<file path="config.mk">
export PLATFORM = sky130hd
export DESIGN_NAME = soi_capture
export DESIGN_NICKNAME = d
export VERILOG_FILES = /design/src/rtl/soi_capture.sv
export SDC_FILE = /design/constraint.sdc
export NUM_CORES = 1
export LEC_CHECK = 0
export CAP_MARGIN = 0
export CORE_MARGIN = 1.5
export CORE_UTILIZATION = 53
export CTS_CLUSTER_SIZE = 14
export DETAILED_ROUTE_END_ITERATION = 8
export PLACE_DENSITY = 0.84
export SLEW_MARGIN = 20
export SYNTH_ARGS = -nofsm -noshare
export SYNTH_HDL_FRONTEND = slang
export SYNTH_SLANG_ARGS = --single-unit
export TNS_END_PERCENT = 30
</file>
<file path="constraint.sdc">
create_clock -name clk -period 3.7 [get_ports clk]
set_input_delay 0.37 -clock clk [delete_from_list [all_inputs] [get_ports clk]]
set_output_delay 0.37 -clock clk [all_outputs]
set_load 0.05 [all_outputs]
</file>
<file path="src/rtl/soi_capture.sv">
// Change-triggered SOI capture into a FIFO drained over a valid/ready read port.
// Optional SOI_CAPTURE_TIMESTAMP_EN adds a free-running timestamp to every entry.
module soi_capture #(
  parameter int unsigned SOI_W = 3,
  parameter int unsigned DEPTH = 8,
  parameter int unsigned TS_W  = 16
) (
  input  logic                     clk,
  input  logic                     reset,
  input  logic                     enable,
  input  logic [SOI_W-1:0]         soi,
  input  logic [SOI_W-1:0]         mask,
  input  logic                     rd_ready,
  output logic                     rd_valid,
  output logic [SOI_W-1:0]         rd_data,
  output logic [TS_W-1:0]          rd_ts,
  output logic                     rd_ovf,
  output logic [$clog2(DEPTH):0]   count,
  output logic [7:0]               drop_cnt
);

  localparam int unsigned AW = $clog2(DEPTH);
  localparam int unsigned CW = AW + 1;
`ifdef SOI_CAPTURE_TIMESTAMP_EN
  localparam int unsigned EW = SOI_W + TS_W + 1;
`else
  localparam int unsigned EW = SOI_W + 1;
`endif

  typedef enum logic [1:0] {StIdle, StPrime, StRun} state_e;

  state_e           state_q;
  logic [SOI_W-1:0] prev_q;
  logic             pend_q;
  logic [CW-1:0]    wr_ptr_q, rd_ptr_q;
  logic [EW-1:0]    mem_q [DEPTH];

  logic          changed, push, pop, full, accept, drop;
  logic [EW-1:0] entry, head;

  assign changed = |((soi ^ prev_q) & mask);
  assign push    = (state_q == StPrime) || ((state_q == StRun) && changed);
  assign count   = wr_ptr_q - rd_ptr_q;
  assign full    = (count == CW'(DEPTH));
  assign pop     = rd_valid && rd_ready;
  // A pop in the same cycle frees the slot the push needs.
  assign accept  = push && (!full || pop);
  assign drop    = push && full && !pop;

`ifdef SOI_CAPTURE_TIMESTAMP_EN
  logic [TS_W-1:0] ts_q;

  always_ff @(posedge clk or posedge reset) begin
    if (reset) begin
      ts_q <= '0;
    end else begin
      ts_q <= ts_q + TS_W'(1);
    end
  end

  assign entry = {pend_q, ts_q, soi};
  assign rd_ts = rd_valid ? head[SOI_W +: TS_W] : '0;
`else
  assign entry = {pend_q, soi};
  assign rd_ts = '0;
`endif

  always_ff @(posedge clk or posedge reset) begin
    if (reset) begin
      state_q <= StIdle;
      prev_q  <= '0;
    end else begin
      case (state_q)
        StIdle: begin
          if (enable) state_q <= StPrime;
        end
        StPrime, StRun: begin
          prev_q  <= soi;
          state_q <= enable ? StRun : StIdle;
        end
        default: state_q <= StIdle;
      endcase
    end
  end

  always_ff @(posedge clk or posedge reset) begin
    if (reset) begin
      wr_ptr_q <= '0;
      rd_ptr_q <= '0;
      pend_q   <= 1'b0;
      drop_cnt <= '0;
    end else begin
      if (accept) begin
        wr_ptr_q <= wr_ptr_q + CW'(1);
        pend_q   <= 1'b0;
      end else if (drop) begin
        pend_q <= 1'b1;
        if (drop_cnt != 8'hff) drop_cnt <= drop_cnt + 8'd1;
      end
      if (pop) rd_ptr_q <= rd_ptr_q + CW'(1);
    end
  end

  // Storage needs no reset: head outputs are gated by rd_valid.
  always_ff @(posedge clk) begin
    if (accept) mem_q[wr_ptr_q[AW-1:0]] <= entry;
  end

  assign head     = mem_q[rd_ptr_q[AW-1:0]];
  assign rd_valid = (count != '0);
  assign rd_data  = rd_valid ? head[SOI_W-1:0] : '0;
  assign rd_ovf   = rd_valid ? head[EW-1] : 1'b0;

endmodule

</file>
==> impl_metrics.json <==
{
  "finalWorstSetupSlack_ps": 306,
  "synth-seq-area-share_pct": 57.5,
  "area_delta_synth_final_pct": 13.4,
  "fin_tns_setup_ps": 0,
  "utilization_pct": 62.7,
  "fin_crit_sh_pct": 91.7,
  "tightest_slew_ps": 843,
  "ys_ff_latch": 54,
  "crit_buf_inv": 3,
  "drt_wl_total_um": 4250,
  "die-area_um2": 5390,
  "hold_viol": 0,
  "grt_util_all_layers_pct": 17.5,
  "critPathMaxStageDelay_ps": 830,
  "setup_viol": 0,
  "synth-async-reset-ratio_pct": 40.7,
  "worst-endpoint-arrival_ps": 3020,
  "crit_path_cell_trace": "inv_1 > ha_1 > inv_1 > fa_1 > xor2_1 > nor3_1 > nor2b_2 > a21oi_1 > clkdlybuf4s50_1",
  "crit_fanout": 8,
  "ctsHoldBuffers": 0,
  "cts_sinks": 54,
  "io_pins": 43,
  "syn_area_um2": 2630,
  "grt_max_degree": 23,
  "core_area_um2": 4750,
  "clkLatencyLatePin_ps": 310,
  "hpwl_um": 3140,
  "reg2reg_from": "wr_ptr_q[0]",
  "fmax_mhz": 295,
  "cts-buffers-inserted": 5,
  "ctsHtreeMaxLevel": 2,
  "vias": 1500,
  "drv_slew": 0,
  "synth_cell_type_count": 39,
  "syn_inst": 191,
  "worstHoldStart": "drop_cnt[7]",
  "mostFrequentLayoutCells": "32 x edfxtp_1, 26 x clkdlybuf4s50_1, 22 x dfrtp_1",
  "clk_path_buf_depth": 2,
  "drive_above_1_share_pct": 12.7,
  "status": "finished clean",
  "cts_setup_buffers": 0,
  "period_needed_ps": 3390,
  "drtAntennaViolNets": 0,
  "cts_resized": 0,
  "start_util_pct": 55.3,
  "synth_edf_count": 32,
  "cts_root_buf": "clkbuf_8",
  "crit_type": "reg2out",
  "rrSetupSlack_ps": 480,
  "max-slew-margin-rel_pct": 43.6,
  "gp_congestion": 0.759,
  "crit_start": "wr_ptr_q[0]",
  "grt_pass1_vias": 1400,
  "fin_skew_ps": 8.15,
  "final_common_cell": "edfxtp_1",
  "antenna_found_initial": 0,
  "required_ps": 3330,
  "rows": 25,
  "cp_common_cell": "inv_1",
  "seqCellArea_um2": 1510,
  "post-place-ws_ps": 513,
  "grt_pass1_wl_um": 6830,
  "cp_slowest_cell": "clkdlybuf4s50_1",
  "grt-ovfl-total": 0,
  "fillers": 390,
  "drtIter0Drc": 86,
  "tritoncts": "done",
  "num-nets-final": 239,
  "drc": 0,
  "yosysWarnings": 0,
  "rsz0062_at_grt": "no",
  "fp.dieW_um": 73.4,
  "critPathLaunchType": "register",
  "hold_path.class": "reg2reg",
  "multi_input_area_um2": 991,
  "clk_pin_slew_worst_paths_ps": 90,
  "end_kind": "output pin",
  "drv_cap": 0,
  "n_antenna_cell": 0,
  "first_pass_iters": 4,
  "avgSynthCellArea_um2": 13.8,
  "routedWlPerCell_um": 14.8,
  "port_buffers": 26,
  "vias_per_cell": 5.23,
  "ys.flop_type": "edfxtp_1",
  "die_h_um": 73.4,
  "crit_family": "buffers and inverters"
}
-- cell families after synthesis --
kind of cell    synth area share [%]
simple gates                    12.1
other cells                    0.143
fa+ha+maj                       5.05
buf+inv                         7.00
compound gates                  2.76
flops                           57.5
mux                             9.43
xor+xnor                        6.00
-- path summary, 6_finish.rpt --
check                                   end  depth (start not counted)
worst max-delay path             rd_data[2]                          9
worst min-delay path            drop_cnt[7]                          1
worst max register to register  drop_cnt[1]                          8
worst min register to register  drop_cnt[7]                          1
max in group asynchronous            pend_q                          2
min in group asynchronous         prev_q[0]                          2
-- cell usage after synthesis, types with 6 or more instances --
cell       n  area [um^2]
edfxtp_1  32          961
nor3_1     6         30.0
xor2_1    11         96.3
dfrtp_1   22          551
buf_4     16          120
a21oi_1    6         30.0
inv_1     10         37.5
xnor2_1    7         61.3
mux4_2     8          180
nand2_1   17         63.8
ha_1       9          113
and3_1     6         37.5
-- metrics by stage --
stage	cell area, um^2	hold WS [ps]	instances
2_1_floorplan	2680	359	206
3_3_place_gp	2890	475	279
3_5_place_dp	2890	474	279
4_1_cts	2980	490	287
5_1_grt	2980	516	287
6_report	2980	488	287
-- state kept, by name, summed over array words and instances (netlist names) --
register / cells
mem_q: 32
prev_q: 3
rd_ptr_q: 4
wr_ptr_q: 4
pend_q: 1
state_q: 2
drop_cnt: 8
-- worst reg2reg max path, delay by kind of cell, from the launching register on --
| family | cells | cell delay (ps) |
|---|---|---|
| AND/OR/NAND/NOR | 3 | 1400 |
| adder cells (fa/ha/maj) | 2 | 680 |
| flip-flops | 1 | 490 |
| multiplexers | 1 | 340 |
| buffers and inverters | 2 | 210 |
-- layout make-up --
class | instances | share of cell area [%]
Clock inverter | 2 | 0.504
Multi-Input combinational cell | 121 | 33.3
Clock buffer | 6 | 2.44
Inverter | 10 | 1.26
Tap cell | 67 | 2.81
Timing Repair Buffer | 27 | 8.99
Sequential cell | 54 | 50.7
-- per-layer routing --
metal  track usage [%]  up-vias  routed length (um)
met5                 0        -                   0
met4              6.17        0                  63
met3              4.25        6                 211
met2              27.5       58                2050
met1              24.1      726                1920
li1                  -      710                   -
Power is left out: the tool's default activity adds up to more than one toggle a clock period on the data nets, which glitch-free logic cannot reach.
==> patch 1: new RTL, config.mk and constraints unchanged <==
Re-encode `state_e` (3 states) as one-hot, 3 bits wide.
--- a/src/rtl/soi_capture.sv
+++ b/src/rtl/soi_capture.sv
@@ -28,5 +28,5 @@
 `endif
 
-  typedef enum logic [1:0] {StIdle, StPrime, StRun} state_e;
+  typedef enum logic [2:0] {StIdle = 3'b001, StPrime = 3'b010, StRun = 3'b100} state_e;
 
   state_e           state_q;
Check against the original RTL: same outputs for any inputs over 10 cycles, from zero or initial values and one cycle with reset high; not proved beyond that.
==> patch 1 against the unedited design <==
- count of clock-buffer cells in the layout is the same
- worst setup slack lost 0.045 ns
- sequential cell count grew 1
- wire length grew 5.4%
- first-iteration DRC count grew 10%
- global-route usage grew 0.72 points
- final area grew 1.5%
- critical path type unchanged
- area after synthesis shrank 0.29%
- fmax shrank 1.3%
==> patch 1: results (changes against the unedited design) <==
worst_setup_path:
  worstPathArrival_ns: 3.07  # +0.05 ns
  crit_family: "buffers and inverters"
  critPathMaxStageDelay_ns: 0.71  # -0.12 ns
clocking:
  cts_made_buffers: 5  # unchanged
  cts_resized: 0  # unchanged
  cts-root-buf: "clkbuf_8"
  clk_pin_slew_ns: 0.09  # about the same
  clkLatencyLatePin_ns: 0.30
  cts_buffer_depth: 2  # unchanged
  cts-htree-levels: 2  # unchanged
finish:
  drive_above_1_share_pct: 14.54  # +1.8 points
  diodes: 0  # unchanged
  multi_input_area_um2: 952.2  # -3.9%
  nFillCells: 379  # -2.8%
  layout.nets: 243  # +1.7%
  largest_reg_flops: 32  # unchanged
synth:
  ys_seq_area_share_pct: 58.69  # +1.2 points
  synthArstFlopShare_pct: 41.82  # +1.1 points
  yosys-top-cells-area: "edfxtp_1 37%, dfrtp_1 21%, mux4_2 6.9%"
  yosys_warnings: 0  # unchanged
  synth_commonest_cells: "32 x edfxtp_1, 22 x dfrtp_1, 16 x buf_4, 14 x xnor2_1, 12 x nand2_1"
  netlist-cell-type-count: 38  # -2.6%
grt:
  grt_use_total_pct: 18.25  # +0.72 points
  grt_antenna_before_repair: 0  # unchanged
  grt_pass1_vias: 1487  # +6.2%
  grt_pass1_wl_um: 7155  # +4.7%
  grt_max_degree: 24  # +4.3%
outcome:
  outcome: "complete, no violations"
placed_design:
  place_congestion: 0.7389  # -2.6%
  pre_cts_slack_ns: 0.5609  # +0.04809 ns
  dp.final_hpwl_um: 3304  # +5.2%
  io_buffers: 26  # unchanged
  postPlaceCellArea_um2: 2939  # +1.7%
route:
  viasPerCell: 5.156  # -1.3%
  drt-total-wl_um: 4480  # +5.4%
  drt_iter0_drc: 95  # +10%
pwr:
  ir_drop_mv: 0.4435
  p_sw_share_pct: 45.31
sta:
  relSlewSlack_pct: 41.39  # -2.3 points
  skew_ns: 0.004769  # -0.003379 ns
worst_hold_path:
  hold_class: "reg -> reg"
==> patch 1: cell types whose count changed in the layout (fill, tap and decap cells not counted), sizes merged, moves of 3 or more <==
cell | unedited run | this run
xnor2 | 7 | 14
nor4 | 3 | 7
buf | 1 | 8
nand4 | 0 | 7
nand2 | 17 | 12
xor2 | 11 | 5
nand3 | 4 | 7
ha | 9 | 6
nor3 | 7 | 3
==> patch 1: layer usage <==
metal  wire [um]  global-route usage [%]  up-vias
met5           0                       0        -
met4          47                   6.379        0
met3         193                   4.115        4
met2        2347                   30.81       48
met1        1891                   23.38      736
li1            -                       -      728
==> patch 1: power groups by stage <==
stage / Combinational, mW / Clock, mW / Sequential, mW
after floorplan: 1.05 / 0 / 0.858
after global placement: 1.35 / 0 / 0.891
after detailed placement: 1.38 / 0 / 0.902
after CTS: 1.39 / 0.325 / 0.887
after global routing: 1.46 / 0.344 / 0.905
final: 1.37 / 0.312 / 0.887
==> patch 1: path summary, 6_finish.rpt <==
kind	cells after the start	from	end	slack, ns
max	9	wr_ptr_q[0]$_DFFE_PP0P_	rd_valid	0.26
min	1	state_q[1]$_DFFE_PP0P_	state_q[1]$_DFFE_PP0P_	0.47
max reg2reg	10	wr_ptr_q[0]$_DFFE_PP0P_	mem_q[0][3]$_DFFE_PP_	0.72
min reg2reg	1	state_q[1]$_DFFE_PP0P_	state_q[1]$_DFFE_PP0P_	0.47
max in group asynchronous	2	reset	drop_cnt[7]$_DFFE_PP0P_	2.61
min in group asynchronous	2	reset	rd_ptr_q[1]$_DFFE_PP0P_	0.55
==> patch 1: logic make-up (layout without fill, tap and decap cells) <==
kind of cell	after synthesis	in the layout	share of synthesized area, %
adders and majority gates	7	7	3.629
and+or+nand+nor	53	53	12.46
AOI/OAI and AO/OA	9	9	2.006
other	1	16	0.1431
xor gates and xnor gates	19	19	6.351
muxes	14	14	9.598
buffers and inverters	33	54	7.116
DFF	55	55	58.69
==> patch 1: metrics by stage <==
step | power, mW | util (%) | instances
after floorplan | 1.910 | - | 206
after global routing | 2.714 | 63.61 | 294
final | 2.573 | 63.61 | 294
after CTS | 2.598 | 63.61 | 294
after global placement | 2.238 | 61.82 | 286
after detailed placement | 2.280 | 61.82 | 286
==> patch 1: final cells by class <==
class                   count  area share, %
repair buffers             34          10.59
well taps                  67          2.772
multi-input cells         118          31.49
clock buffers               6          2.400
flip-flops and latches     55          50.85
inverters                  12          1.489
clock inverters             2         0.4137
==> patch 1: worst register-to-register path: stages, from the launching register on <==
cell and delay [ns]:
dfrtp_1 0.48, inv_1 0.16, ha_1 0.18, inv_1 0.06, fa_1 0.37, xor2_1 0.17
nor3_1 0.21, nor4b_4 0.53, nand3b_4 0.32, nor4_1 0.09, buf_4 0.18
==> patch 2: new RTL, config.mk and constraints unchanged <==
Made on the original files. Build with the macro `SOI_CAPTURE_TIMESTAMP_EN` defined.
--- a/src/rtl/soi_capture.sv
+++ b/src/rtl/soi_capture.sv
@@ -1,4 +1,6 @@
 // Change-triggered SOI capture into a FIFO drained over a valid/ready read port.
 // Optional SOI_CAPTURE_TIMESTAMP_EN adds a free-running timestamp to every entry.
+`define SOI_CAPTURE_TIMESTAMP_EN
+
 module soi_capture #(
   parameter int unsigned SOI_W = 3,
Check against the original RTL: not equivalent (Yosys sat finds a counterexample within 4 cycles, from zero or initial values and one cycle with reset high).
==> patch 2 against the unedited design <==
- worst setup slack improved by 0.10 ns
- non-clock buffer count grew 30
- register-to-register slack worse by 0.07 ns
- final cell count up 150%
- clock skew increased by 0.0062 ns
- area after synthesis rose to 3.0 times the old value
- final area grew to 3.1 times the old value
- wire length grew to 3.7 times the old value
- utilization grew 1.0 points
- sequential cell count grew 144
- critical path type is now reg -> reg
- largest cell class unchanged
- highest routed layer unchanged
==> patch 2: results (changes against the unedited design) <==
outcome:
  outcome: "complete, no violations"
grt:
  grt_pass1_wl_um: 25210  # +270%
  grt_max_degree: 44  # +91%
  grt_use_total_pct: 21.31  # +3.8 points
clocking:
  clkLatencyLatePin_ns: 0.42  # +0.11 ns
  clk_pin_slew_ns: 0.07  # -0.02 ns
  cts-htree-levels: 4  # +2
  cts-root-buf: "clkbuf_16"
  cts_made_buffers: 17  # +12
worst_setup_path:
  path_max_fanout: 20  # +12
  crit_end: "mem_q[2][17]$_DFFE_PP_"
  worstPathArrival_ns: 3.32  # +0.30 ns
  rrSetupSlack_ns: 0.41  # -0.07 ns
route:
  drt-pass1-iter-count: 5  # +1
  avgRoutedWirePerCell_um: 22.12  # +49%
  drt_iter0_drc: 416  # +380%
sta:
  relSlewSlack_pct: 29.15  # -14 points
  skew_ns: 0.01433  # +0.006183 ns
worst_hold_path:
  hold_class: "in -> async"
finish:
  layout.nets: 531  # +120%
  largest_reg_flops: 160  # +400%
  nFillCells: 943  # +140%
  drive_above_1_share_pct: 23.90  # +11 points
placed_design:
  place_congestion: 0.7436  # -2.0%
  dp.final_hpwl_um: 9188  # +190%
  io_buffers: 42  # +62%
  postPlaceCellArea_um2: 8696  # +200%
synth:
  synth_xor_area_share_pct: 3.515  # -2.5 points
  synthAdderAreaFrac_pct: 1.820  # -3.2 points
  synthMuxAreaShare_pct: 12.15  # +2.7 points
  synth_edf_count: 160  # +400%
  synth_commonest_cells: "160 x edfxtp_1, 55 x nand2_1, 40 x mux4_2, 38 x dfrtp_1, 22 x a21oi_1"
## patch 2: cell types whose count changed after synthesis, moves of 9 or more
cell,unedited run,this run
nand2_1,17,55
mux4_2,8,40
edfxtp_1,32,160
xnor2_1,7,16
dfrtp_1,22,38
buf_4,16,0
clkbuf_1,4,15
a21oi_1,6,22
## patch 2: report_power, final
part / total (mW) / switching [mW] / internal, mW
Sequential: 2.91 / 0.147 / 2.77
Clock: 1.78 / 0.761 / 1.02
Combinational: 3.64 / 2.40 / 1.24
Total: 8.33 / 3.31 / 5.03
## patch 2: cells by family (layout without fill, tap and decap cells)
kind of cell | Yosys count | count (layout)
compound gates | 29 | 29
mux | 46 | 46
xor+xnor | 32 | 32
flops | 198 | 198
buf+inv | 33 | 102
simple gates | 105 | 105
fa+ha+maj | 11 | 11
## patch 2: stage by stage
stage          utilization [%]  cells  worst slack (ns)  hold WS [ns]  total power, mW
3_5_place_dp             59.61    673            0.3137        0.4812            6.608
5_1_grt                  63.71    707            0.2025        0.4279            8.713
4_1_cts                  63.46    705            0.3114        0.3847            8.383
3_3_place_gp             59.45    671            0.4556        0.4749            6.492
2_1_floorplan                -    454           0.06762        0.4604            5.614
6_report                 63.71    707            0.4095        0.3631            8.333
## patch 2: worst min-delay path by stage
stage,end,from
after floorplan,wr_ptr_q[3]$_DFFE_PP0P_,wr_ptr_q[3]$_DFFE_PP0P_
after global placement,wr_ptr_q[3]$_DFFE_PP0P_,wr_ptr_q[3]$_DFFE_PP0P_
after detailed placement,rd_ptr_q[3]$_DFFE_PP0P_,rd_ptr_q[3]$_DFFE_PP0P_
after CTS,ts_q[1]$_DFF_PP0_,reset
after global routing,pend_q$_DFFE_PP0P_,reset
final,drop_cnt[5]$_DFFE_PP0P_,reset
## patch 2: worst max-delay path, cell delays in order, from the launching register on
cell and delay (ns):
dfrtp_1 0.38, inv_1 0.21, ha_1 0.22, inv_1 0.06
fa_2 0.55, or4_4 0.16, o32ai_4 0.08, nand2b_1 0.35
nor3_4 0.89
## patch 2: layout make-up
class,count,area (um^2),share of cell area [%]
well taps,184,230.2,2.477
repair buffers,57,495.5,5.331
clock inverters,7,97.59,1.050
inverters,13,48.80,0.5250
multi-input cells,223,2200,23.67
flip-flops and latches,198,5757,61.94
clock buffers,25,465.4,5.008
## patch 2: routing by layer
metal	part of all wire (%)	track usage (%)	vias up
met2	52	36.06	145
met3	5.1	4.970	17
met4	1.2	5.281	0
met5	0	0	-
li1	-	-	1855
met1	41	28.38	2147
